### src/rtl/spart_frac_baud_gen_if.sv
// Control/status bundle between the SPART core and its fractional baud generator.
interface spart_frac_baud_gen_if #(
  parameter int DIV_W  = 16,
  parameter int FRAC_W = 4
);
  logic                      wr_en;
  logic [1:0]                ioaddr;
  logic [7:0]                databus;
  logic                      en;
  logic                      clr;
  logic                      ovs_tick;
  logic                      baud_tick;
  logic [DIV_W+FRAC_W-1:0]   div_active;

  modport master (
    output wr_en, ioaddr, databus, en, clr,
    input  ovs_tick, baud_tick, div_active
  );

  modport slave (
    input  wr_en, ioaddr, databus, en, clr,
    output ovs_tick, baud_tick, div_active
  );
endinterface

### src/rtl/spart_frac_baud_gen.sv
// Fractional baud generator: oversample and bit-rate ticks derived from a
// double-buffered integer+fractional divisor committed atomically.
module spart_frac_baud_gen #(
  parameter int DIV_W      = 16,
  parameter int FRAC_W     = 4,
  parameter int OVS        = 16,
  parameter int RESET_DIV  = 325,
  parameter int RESET_FRAC = 0
) (
  input logic                  clk,
  input logic                  rst,
  spart_frac_baud_gen_if.slave bus
);
  localparam int OCNT_W = $clog2(OVS);
  localparam logic [DIV_W-1:0]  RST_INT  = DIV_W'(RESET_DIV);
  localparam logic [FRAC_W-1:0] RST_FRAC = FRAC_W'(RESET_FRAC);
  localparam logic [OCNT_W-1:0] OVS_LAST = OCNT_W'(OVS - 1);

  logic [DIV_W-1:0]  r_shadowInt;
  logic [DIV_W-1:0]  r_activeInt;
  logic [DIV_W-1:0]  r_cnt;
  logic [FRAC_W-1:0] r_shadowFrac;
  logic [FRAC_W-1:0] r_activeFrac;
  logic [FRAC_W-1:0] r_acc;
  logic [OCNT_W-1:0] r_ovsCnt;
  logic              r_ovsTick;
  logic              r_baudTick;

  logic              w_commit;
  logic [DIV_W-1:0]  w_commitInt;
  logic [DIV_W-1:0]  w_nextActiveInt;
  logic [DIV_W-1:0]  w_reloadCnt;
  logic [FRAC_W:0]   w_accSum;
  logic [DIV_W:0]    w_reloadSum;

  assign w_commit        = bus.wr_en && (bus.ioaddr == 2'b11);
  assign w_commitInt     = {bus.databus[DIV_W-9:0], r_shadowInt[7:0]};
  assign w_nextActiveInt = w_commit ? w_commitInt : r_activeInt;
  assign w_accSum        = {1'b0, r_acc} + {1'b0, r_activeFrac};
  assign w_reloadSum     = {1'b0, r_activeInt} + {{DIV_W{1'b0}}, w_accSum[FRAC_W]};
  // A carry into an all-ones divisor would wrap to zero, so clamp it.
  assign w_reloadCnt     = w_reloadSum[DIV_W] ? {DIV_W{1'b1}} : w_reloadSum[DIV_W-1:0];

  always_ff @(posedge clk or negedge rst) begin
    if (!rst) begin
      r_shadowInt  <= RST_INT;
      r_shadowFrac <= RST_FRAC;
      r_activeInt  <= RST_INT;
      r_activeFrac <= RST_FRAC;
    end else if (bus.wr_en) begin
      case (bus.ioaddr)
        2'b00: r_shadowFrac <= bus.databus[FRAC_W-1:0];
        2'b10: r_shadowInt[7:0] <= bus.databus;
        2'b11: begin
          r_shadowInt  <= w_commitInt;
          r_activeInt  <= w_commitInt;
          r_activeFrac <= r_shadowFrac;
        end
        default: ;
      endcase
    end
  end

  // The active divisor is only sampled at reload, so a commit never cuts a period short.
  always_ff @(posedge clk or negedge rst) begin
    if (!rst) begin
      r_cnt      <= '0;
      r_acc      <= '0;
      r_ovsCnt   <= '0;
      r_ovsTick  <= 1'b0;
      r_baudTick <= 1'b0;
    end else if (bus.clr) begin
      r_cnt      <= w_nextActiveInt;
      r_acc      <= '0;
      r_ovsCnt   <= '0;
      r_ovsTick  <= 1'b0;
      r_baudTick <= 1'b0;
    end else if (bus.en) begin
      if (r_cnt != '0) begin
        r_cnt      <= r_cnt - 1'b1;
        r_ovsTick  <= 1'b0;
        r_baudTick <= 1'b0;
      end else begin
        r_cnt     <= w_reloadCnt;
        r_acc     <= w_accSum[FRAC_W-1:0];
        r_ovsTick <= 1'b1;
        if (r_ovsCnt == OVS_LAST) begin
          r_ovsCnt   <= '0;
          r_baudTick <= 1'b1;
        end else begin
          r_ovsCnt   <= r_ovsCnt + 1'b1;
          r_baudTick <= 1'b0;
        end
      end
    end else begin
      r_ovsTick  <= 1'b0;
      r_baudTick <= 1'b0;
    end
  end

  assign bus.ovs_tick   = r_ovsTick;
  assign bus.baud_tick  = r_baudTick;
  assign bus.div_active = {r_activeInt, r_activeFrac};
endmodule
### src/flat_wrapper.sv
// flat-port wrapper written by rule: the top's interface ports become plain ports
module spart_frac_baud_gen_flat 
#(
  parameter int DIV_W      = 16,
  parameter int FRAC_W     = 4,
  parameter int OVS        = 16,
  parameter int RESET_DIV  = 325,
  parameter int RESET_FRAC = 0
)
  (clk, rst, bus_wr_en, bus_ioaddr, bus_databus, bus_en, bus_clr, bus_ovs_tick, bus_baud_tick, bus_div_active);
  spart_frac_baud_gen_if #(.DIV_W(DIV_W), .FRAC_W(FRAC_W)) bus_i ();
  input logic clk;
  input logic rst;
  input wire logic [$bits(bus_i.wr_en)-1:0] bus_wr_en;
  input wire logic [$bits(bus_i.ioaddr)-1:0] bus_ioaddr;
  input wire logic [$bits(bus_i.databus)-1:0] bus_databus;
  input wire logic [$bits(bus_i.en)-1:0] bus_en;
  input wire logic [$bits(bus_i.clr)-1:0] bus_clr;
  output wire logic [$bits(bus_i.ovs_tick)-1:0] bus_ovs_tick;
  output wire logic [$bits(bus_i.baud_tick)-1:0] bus_baud_tick;
  output wire logic [$bits(bus_i.div_active)-1:0] bus_div_active;
  assign bus_i.wr_en = bus_wr_en;
  assign bus_i.ioaddr = bus_ioaddr;
  assign bus_i.databus = bus_databus;
  assign bus_i.en = bus_en;
  assign bus_i.clr = bus_clr;
  assign bus_ovs_tick = bus_i.ovs_tick;
  assign bus_baud_tick = bus_i.baud_tick;
  assign bus_div_active = bus_i.div_active;
  spart_frac_baud_gen #(.DIV_W(DIV_W), .FRAC_W(FRAC_W), .OVS(OVS), .RESET_DIV(RESET_DIV), .RESET_FRAC(RESET_FRAC)) u_core (.clk(clk), .rst(rst), .bus(bus_i));
endmodule
### config.mk
export PLATFORM = sky130hd
export DESIGN_NAME = spart_frac_baud_gen_flat
export DESIGN_NICKNAME = d
export VERILOG_FILES = /design/src/rtl/spart_frac_baud_gen_if.sv /design/src/rtl/spart_frac_baud_gen.sv /design/src/flat_wrapper.sv
export SDC_FILE = /design/constraint.sdc
export NUM_CORES = 1
export LEC_CHECK = 0
export BUFFER_PORTS_ARGS = -buffer_cell sky130_fd_sc_hd__buf_2
export CAP_MARGIN = 20
export CORE_UTILIZATION = 36
export CTS_BUF_LIST = sky130_fd_sc_hd__clkbuf_8
export CTS_CLUSTER_DIAMETER = 200
export DETAILED_ROUTE_END_ITERATION = 10
export PLACE_DENSITY = 0.63
export SYNTH_ARGS = -nofsm -noshare
export SYNTH_HDL_FRONTEND = slang
export SYNTH_SLANG_ARGS = --single-unit
### constraint.sdc
create_clock -name clk -period 4.15 [get_ports clk]
set_input_delay 0.415 -clock clk [delete_from_list [all_inputs] [get_ports clk]]
set_output_delay 0.415 -clock clk [all_outputs]
set_load 0.02 [all_outputs]
# ---- Word level (Yosys, flattened, before mapping)
# Index checks and enable logic that the tools add are counted.
dict set report word_totals {
  wordCells 44
  output_inout_bits 22
  ff_bits 58
}
dict set report op_classes {
  n_reduce_logical 8
  addsub 4
  n_mux 19
  n_eq_ne 4
}
# cell n
set ops {}
lappend ops {{$mux 16} 5}
lappend ops {{$mux 4} 7}
lappend ops {{$add 16x1->17} 1}
lappend ops {{$reduce_bool 16->1} 1}
lappend ops {{$sub 16x1->16 const B} 1}
lappend ops {{$reduce_and 2->1} 4}
lappend ops {{$mux 1} 7}
lappend ops {{$add 4x4->5} 1}
lappend ops {{$add 4x1->4 const B} 1}
lappend ops {{$eq 2x2->1 const B} 2}
lappend ops {{$eq 4x4->1 const B} 1}
lappend ops {{$logic_not 2->1} 1}
lappend ops {{$ne 2x2->1 const B} 1}
lappend ops {{$reduce_bool 2->1} 1}
lappend ops {{$logic_and 1x1->1} 1}

# ---- Longest topological paths before layout
# Gate-level depths: netlist (run 1).
dict set report depth {
  ltp_word 6
  ltp_mapped 11
}

# ---- Worst setup path before layout (run 1)
# OpenSTA, ideal clock, no wires.
dict set report synth_timing {
  kind {register to register}
  from {register u_core.r_activeFrac[0]}
  to {register u_core.r_cnt[0]}
  stages_incl_launch_ff 12
  t_required_ps 4003
  t_arrival_ps 2466
  synth_period_minus_slack_ps 2613
  setup_slack_ps 1537
  path_cell_list {dfrtp_1 > ha_1 > fa_1 > a21o_1 > a21o_1 > ha_1 > and4_1 > clkbuf_1 > nand2_1 > o21ai_1 > o221ai_1 > o311ai_0}
}
dict set report synth_via {
  elab_chain_cells 6
}
# item line_no
set synth_lines {}
lappend synth_lines {{start: declaration} spart_frac_baud_gen.sv:23} ;# logic [FRAC_W-1:0] r_activeFrac;
lappend synth_lines {{start signal: assignment} spart_frac_baud_gen.sv:57} ;# r_activeFrac <= r_shadowFrac;
lappend synth_lines {{$add 4x4->5} spart_frac_baud_gen.sv:39} ;# assign w_accSum = {1'b0, r_acc} + {1'b0, r_activeFrac};
lappend synth_lines {{$add 16x1->17} spart_frac_baud_gen.sv:40} ;# assign w_reloadSum = {1'b0, r_activeInt} + {{DIV_W{1'b0}}, w_accSum[FRAC_W]};
lappend synth_lines {{$mux 16} spart_frac_baud_gen.sv:42} ;# assign w_reloadCnt = w_reloadSum[DIV_W] ? {DIV_W{1'b1}} : w_reloadSum[DIV_W-1:0];
lappend synth_lines {{$mux 16} spart_frac_baud_gen.sv:79} ;# if (r_cnt != '0) begin
lappend synth_lines {{$mux 16} spart_frac_baud_gen.sv:78} ;# end else if (bus.en) begin
lappend synth_lines {{$mux 16} spart_frac_baud_gen.sv:72} ;# end else if (bus.clr) begin
lappend synth_lines {{end signal: assignment} spart_frac_baud_gen.sv:73} ;# r_cnt <= w_nextActiveInt;
lappend synth_lines {{end signal: assignment} spart_frac_baud_gen.sv:80} ;# r_cnt <= r_cnt - 1'b1;
lappend synth_lines {{end signal: assignment} spart_frac_baud_gen.sv:84} ;# r_cnt <= w_reloadCnt;
lappend synth_lines {{end: declaration} spart_frac_baud_gen.sv:21} ;# logic [DIV_W-1:0] r_cnt;
# No other way between the ends. The select of a mux whose other input is x is not followed.
# A chain may end at the register's enable or synchronous reset.

# ---- Final worst setup path (run 1)
dict set report layout_timing {
  from {register u_core.r_activeFrac[0]}
  to {register u_core.r_cnt[1]}
}
# The elaborated chain is that of the path after synthesis.

==> metrics, run 1 <==
largest area contributor in the netlist=dfrtp_1; P_leak=0.001578 uW; Final Cycle Share=66.31%; Gate Count Post-Synth=318; DRT iter0 DRCs=248; DRT antenna net count=0; Setup Buffers After CTS=0; Final Net Count=379; worst-case vdd ir drop=327.1 uV; CTS tree=built; Max Cap Viol=0; origin of the critical flop-to-flop path=u_core.r_activeFrac[0]$_DFFE_PN0P_; Finish-stage setup viols=0; reg2reg end=u_core.r_cnt[1]$_DFFE_PN0P_; DR vias/cell=5.812; footprint of the multi-input gates=1718 um^2; post-synthesis sequential area ratio=44.80%; vias in the first global route=2685; GR Util met2=28.60%; clk root buf=clkbuf_8; layout filler cell count=848; Num Clock Sinks=58; number of buffers created by CTS=9; Arrival @ worst endpoint=2.93 ns; ranking of synthesized cells by area=dfrtp_1 (39%), mux2_2 (12%), dfstp_2 (5.6%), xnor2_1 (3.5%), ha_1 (3.5%); status=complete, no violations; CP Capture Type=flop; Port Buffers=36; Seq pwr share=approximately 44%; combinational fraction of design power=24.8%; Synth Cell Area=3259 um^2; detailed placement HPWL=5836 um; htree depth=3; clock power share=between 30% and 40%; global routing usage on met1=between 20% and 30%; aggregate global-route resource usage=18.83%; DRC=0; starting density of the core=37.19%; dominant synthesized flop cell=dfrtp_1; Pint=1238 uW; Tmin final=2.752 ns; Fin. Hold Viols=0; RePlAce Congestion=0.9826; post-synthesis cell type count=51; Slew @ Worst Pin=1.058 ns; Syn. warnings=0; Die H=about 100 um; worst min path class=in2async; Synth async-reset ratio=100.0%; Clock Pin Slew Worst Setup and Hold Paths=approximately 0.080 ns; Psw=approximately 670 uW; vias=roughly 2700; die area=9438 um^2; post-layout util=42.99%; Post-synth EDFFs=0; RSZ-0062 raised after global routing=false; Yosys reg bits=58; initial antenna violation count=0; grt total ovfl=0; Yosys top cell area share=39.16%; PD cells=507.0 nW/um^2; cts-stage hold buffer count=0; DRT Pass-1 Iters=5; # rows=34; area grow syn2layout=15.59%; largest net degree at the start of global routing=59; Setup CP Type=reg2reg; crit path max fanout=8; Clk Latency, worst-skew pair=0.35 ns; max-slew violations=0; sw frac=35.18%; Storage cell area=about 1500 um^2; top-level I/O count=37; fmax=363.4 MHz; GR Util met3=4.101%; global-route wire length before repair=14060 um; Max Buffers Root-to-Sink=2; worst reg-to-reg path cell count=10; grt peak-use layer=met2; Syn Nets=343; setup TNS=0 ns; crit start category=flop; Core Box Area=8763 um^2; Required @ worst endpoint=4.33 ns; ant diodes=0; routed wire length=8272 um; post-DR wirelength/cell=~18 um; final setup skew=roughly 0.011 ns; share of cells above drive strength 1=between 20% and 30%; Die Width=97.15 um; setup slack, reg-to-reg=1.40 ns; Rel. slew slack=29.25%; Syn Area/Cell=10.25 um^2; cts repair resizes=0
placed cells by master (no fill, tap or decap), types with 4 or more instances in the layout:
cell type,n
dfrtp_1,51
buf_2,36
mux2_2,34
nand2_1,22
a21oi_1,21
o21ai_0,19
nor2_1,17
nand3_1,16
xnor2_1,13
ha_1,9
clkbuf_8,9
inv_1,7
nor3_1,7
nor4_1,7
nand4_1,7
o22ai_1,7
dfstp_2,7
a21o_1,4
and4_1,4
and3_1,4
cells in the mapped netlist (3+ instances only):
cell type,n
and3_1,4
and4_1,4
clkbuf_1,11
dfrtp_1,51
dfstp_2,7
a21oi_1,21
nor2_1,17
o21ai_0,19
ha_1,9
xnor2_1,13
a21o_1,4
nor3_1,7
o211ai_1,3
inv_1,7
nand3_1,16
o22ai_1,7
o221ai_1,3
nand4_1,7
nor4_1,7
o311ai_0,3
xor2_1,3
nand2_1,22
mux2_2,34
cells by family (layout without fill, tap and decap cells):
logic type                 Yosys count  after routing  share of synthesized area [%]
xor gates and xnor gates            16             16                          4.300
adders and majority gates           10             10                          4.069
DFF                                 58             58                          44.80
muxes                               36             36                          12.36
and+or+nand+nor                    100            100                          17.24
AOI/OAI and AO/OA                   77             77                          14.74
buffers and inverters               21             62                          2.495
stage by stage:
| step | total power (uW) | std cells | instance area, um^2 | hold slack, ns | setup slack, ns |
|---|---|---|---|---|---|
| finish | 1910 | 467 | 3767 | 0.1940 | 1.398 |
| global route | 2011 | 467 | 3767 | 0.2743 | 1.214 |
| CTS | 1921 | 467 | 3767 | 0.2256 | 1.386 |
| detailed placement | 1318 | 451 | 3542 | 0.4937 | 1.404 |
| global placement | 1310 | 451 | 3542 | 0.4827 | 1.537 |
| floorplan | 1141 | 318 | 3259 | 0.1194 | 1.537 |
power by group through the flow:
stage,registers (uW),logic (uW),clock network [uW]
2_1_floorplan,859,283,0
3_3_place_gp,840,470,0
5_1_grt,858,523,630
3_5_place_dp,844,474,0
6_report,839,474,598
4_1_cts,835,476,611
state kept, by name, indices dropped and copies added, names as in the netlist:
signal,cells
u_core.r_activeInt,16
u_core.r_cnt,16
u_core.r_shadowInt,8
u_core.r_acc,4
u_core.r_activeFrac,4
u_core.r_ovsCnt,4
u_core.r_shadowFrac,4
u_core.bus.baud_tick,1
u_core.bus.ovs_tick,1
metal layers:
metal | part of all wire (%) | up-vias
met5 | 0 | -
met4 | 2.1 | 0
met3 | 5.3 | 17
met2 | 46 | 91
met1 | 46 | 1333
li1 | - | 1273
worst max-delay path by stage:
stage / start / slack [ns] / cells after the start / end
after global routing: u_core.r_activeFrac[0]$_DFFE_PN0P_ / 1.21 / 10 / u_core.r_cnt[1]$_DFFE_PN0P_
after floorplan: u_core.r_activeFrac[0]$_DFFE_PN0P_ / 1.54 / 11 / u_core.r_cnt[0]$_DFFE_PN0P_
after CTS: u_core.r_activeFrac[0]$_DFFE_PN0P_ / 1.39 / 10 / u_core.r_cnt[1]$_DFFE_PN0P_
final: u_core.r_activeFrac[0]$_DFFE_PN0P_ / 1.40 / 10 / u_core.r_cnt[1]$_DFFE_PN0P_
after global placement: u_core.r_activeFrac[0]$_DFFE_PN0P_ / 1.54 / 10 / u_core.r_cnt[0]$_DFFE_PN0P_
after detailed placement: u_core.r_activeFrac[0]$_DFFE_PN0P_ / 1.40 / 10 / u_core.r_cnt[1]$_DFFE_PN0P_
critical path, stage by stage (launching register included):
cell and delay, ns:
dfrtp_1 0.41, ha_1 0.23, fa_1 0.40, a21o_1 0.17
a21o_1 0.19, ha_1 0.22, and4_1 0.23, nand2_1 0.12
o21ai_1 0.21, o21ai_0 0.22, o311ai_0 0.17
cell type report:
class / instances / area share (%)
clock buffer: 9 / 3.288
clock inverter: 7 / 2.690
inverter: 7 / 0.6974
multi-input combinational: 239 / 45.60
sequential: 58 / 38.76
tap: 108 / 3.587
timing repair buffer: 39 / 5.380
Note: power is estimated with default switching activity, not from simulation.
==> inputs of run 2 (changes only) <==
clock period = 2.63 ns   (was 4.15 ns; I/O delays follow)
==> metrics, run 2 (synthesis gave the netlist of run 1 again) <==
status=complete, no violations; origin of the critical flop-to-flop path=u_core.r_activeFrac[0]$_DFFE_PN0P_; RSZ-0062 raised after global routing=false; WP buf/inv=0; Port Buffers=36; reg2reg end=u_core.r_cnt[14]$_DFFE_PN0P_; fmax=389.4 MHz; Die Width=97.15 um; Rel. slew slack=51.76%; post-layout util=between 40 and 50%; DRC=0; worst slack, placed=-0.01110 ns; DP Area=3615 um^2; Max Cap Viol=0; Final Cycle Share=97.63%; DRT Pass-1 Iters=5; biggest registers after layout=u_core.r_activeInt x16, u_core.r_cnt x16, u_core.r_shadowInt x8; area grow syn2layout=18.23%; htree depth=3; Clk Latency, worst-skew pair=0.35 ns; crit start category=flop; clock power share=29.5%; Finish-stage setup viols=0; Die H=~97 um; worst reg-to-reg path cell count=10; Core Box Area=8763 um^2; share of cells above drive strength 1=31.17%; detailed placement HPWL=6025 um; most frequent cells in the layout=dfrtp_1 (51), buf_2 (36), mux2_2 (34); largest net degree at the start of global routing=33; DR vias/cell=5.690; PD cells=769.6 nW/um^2; Cells after DPL=between 400 and 500; sw frac=35.86%; CP top delay family=simple AND/OR/NAND/NOR gates; CTS tree=built; Seq pwr share=44.6%; starting density of the core=37.19%; post-DR wirelength/cell=~18 um; CP Capture Type=flop; vias=2714; Arrival @ worst endpoint=2.78 ns; top-level I/O count=37; commonest non-fill, non-tap cell in the layout=dfrtp_1; Final Net Count=about 390; max-slew violations=0; final setup skew=between 0.01 and 0.015 ns; Psw=1063 uW; WHS Path Cells=2; CP Depth=10; global-route wire length before repair=13970 um; vias in the first global route=2648; fin cells=477; combinational fraction of design power=25.9%; worst min path class=in2reg; DRT iter0 DRCs=302; Pint=approximately 1900 uW; DRT antenna net count=0; Fin. Hold Viols=0; P_leak=0.001623 uW; grt total ovfl=0; setup slack, reg-to-reg=0.06 ns; aggregate global-route resource usage=18.74%; Worst Hold End=u_core.r_shadowInt[4]$_DFFE_PN0P_; number of buffers created by CTS=9; Tmin final=around 2.6 ns; slack of the critical path=0.06224 ns; Clock Pin Slew Worst Setup and Hold Paths=0.07 ns; # rows=34; crit path cell chain=ha_2 > fa_2 > a21o_1 > a21o_1 > ha_2 > nand4_1 > nor4_1 > nand3b_1 > o21ai_0 > o22ai_1; worst-case vdd ir drop=492.4 uV; CP max stage delay=0.66 ns; Slowest-stage cell, CP=nor4_1; Hold Path Origin=bus_databus[4]; crit path max fanout=5; RePlAce Congestion=roughly 0.98; clk root buf=clkbuf_8; Max Buffers Root-to-Sink=2; die area=9438 um^2; post-route cell area=3854 um^2; ant diodes=0; Required @ worst endpoint=2.85 ns; setup TNS=0 ns; Setup CP Type=reg2reg; initial antenna violation count=0; Num Clock Sinks=58; Slew @ Worst Pin=0.7236 ns; routed wire length=8401 um
[run 2: changes by cell type in the layout (fill, tap and decap cells not counted), sizes merged]
cell         delta
dlygate4sd3     +1
buf             +9
clkinv          +1
bufinv          -1
clkinvlp        -1
clkbuf          +1
[run 2: timing repair]
action	4_1_cts	5_1_grt
endpoints found under the setup margin	1	11
buffers inserted	0	1
hold buffers	1	0
resized for setup	1	4
pin swaps	0	1
hold endpoints to repair	25	0
[run 2: through the flow]
| step | total power, uW | hold slack, ns |
|---|---|---|
| 4_1_cts | 2968 | 0.1539 |
| 6_report | 2966 | 0.1611 |
| 3_3_place_gp | 2073 | 0.3540 |
| 3_5_place_dp | 2089 | 0.3576 |
| 2_1_floorplan | 1801 | -0.03259 |
| 5_1_grt | 3129 | 0.1528 |
[run 2: worst max-delay path by stage]
stage                                                  start                            to  slack, ns
after floorplan           u_core.r_activeFrac[0]$_DFFE_PN0P_   u_core.r_cnt[0]$_DFFE_PN0P_       0.02
after global placement    u_core.r_activeFrac[0]$_DFFE_PN0P_   u_core.r_cnt[0]$_DFFE_PN0P_       0.09
after detailed placement  u_core.r_activeFrac[0]$_DFFE_PN0P_   u_core.r_cnt[1]$_DFFE_PN0P_      -0.01
after CTS                 u_core.r_activeFrac[0]$_DFFE_PN0P_  u_core.r_cnt[13]$_DFFE_PN0P_       0.06
after global routing      u_core.r_activeFrac[0]$_DFFE_PN0P_  u_core.r_cnt[14]$_DFFE_PN0P_       0.02
final                     u_core.r_activeFrac[0]$_DFFE_PN0P_  u_core.r_cnt[14]$_DFFE_PN0P_       0.06
[run 2: power groups by stage]
stage	registers [uW]	logic, uW	clock network, uW
floorplan	1350	446	0
global placement	1320	753	0
detailed placement	1330	759	0
CTS	1310	764	890
global route	1350	846	935
finish	1320	768	874
[run 2: cell type report]
type,count,area (um^2)
clock buffers,10,137.6
clock inverters,6,72.57
fillers,849,4910
inverters,7,26.28
multi-input cells,239,1729
flip-flops and latches,58,1460
well taps,108,135.1
repair buffers,49,292.8
[run 2: per-layer routing]
layer,GRT usage [%],routed length [um],part of all wire [%]
met4,7.577,164,2.0
met1,26.38,3922,47
met5,0,0,0
met3,3.813,504,6.0
met2,28.17,3810,45
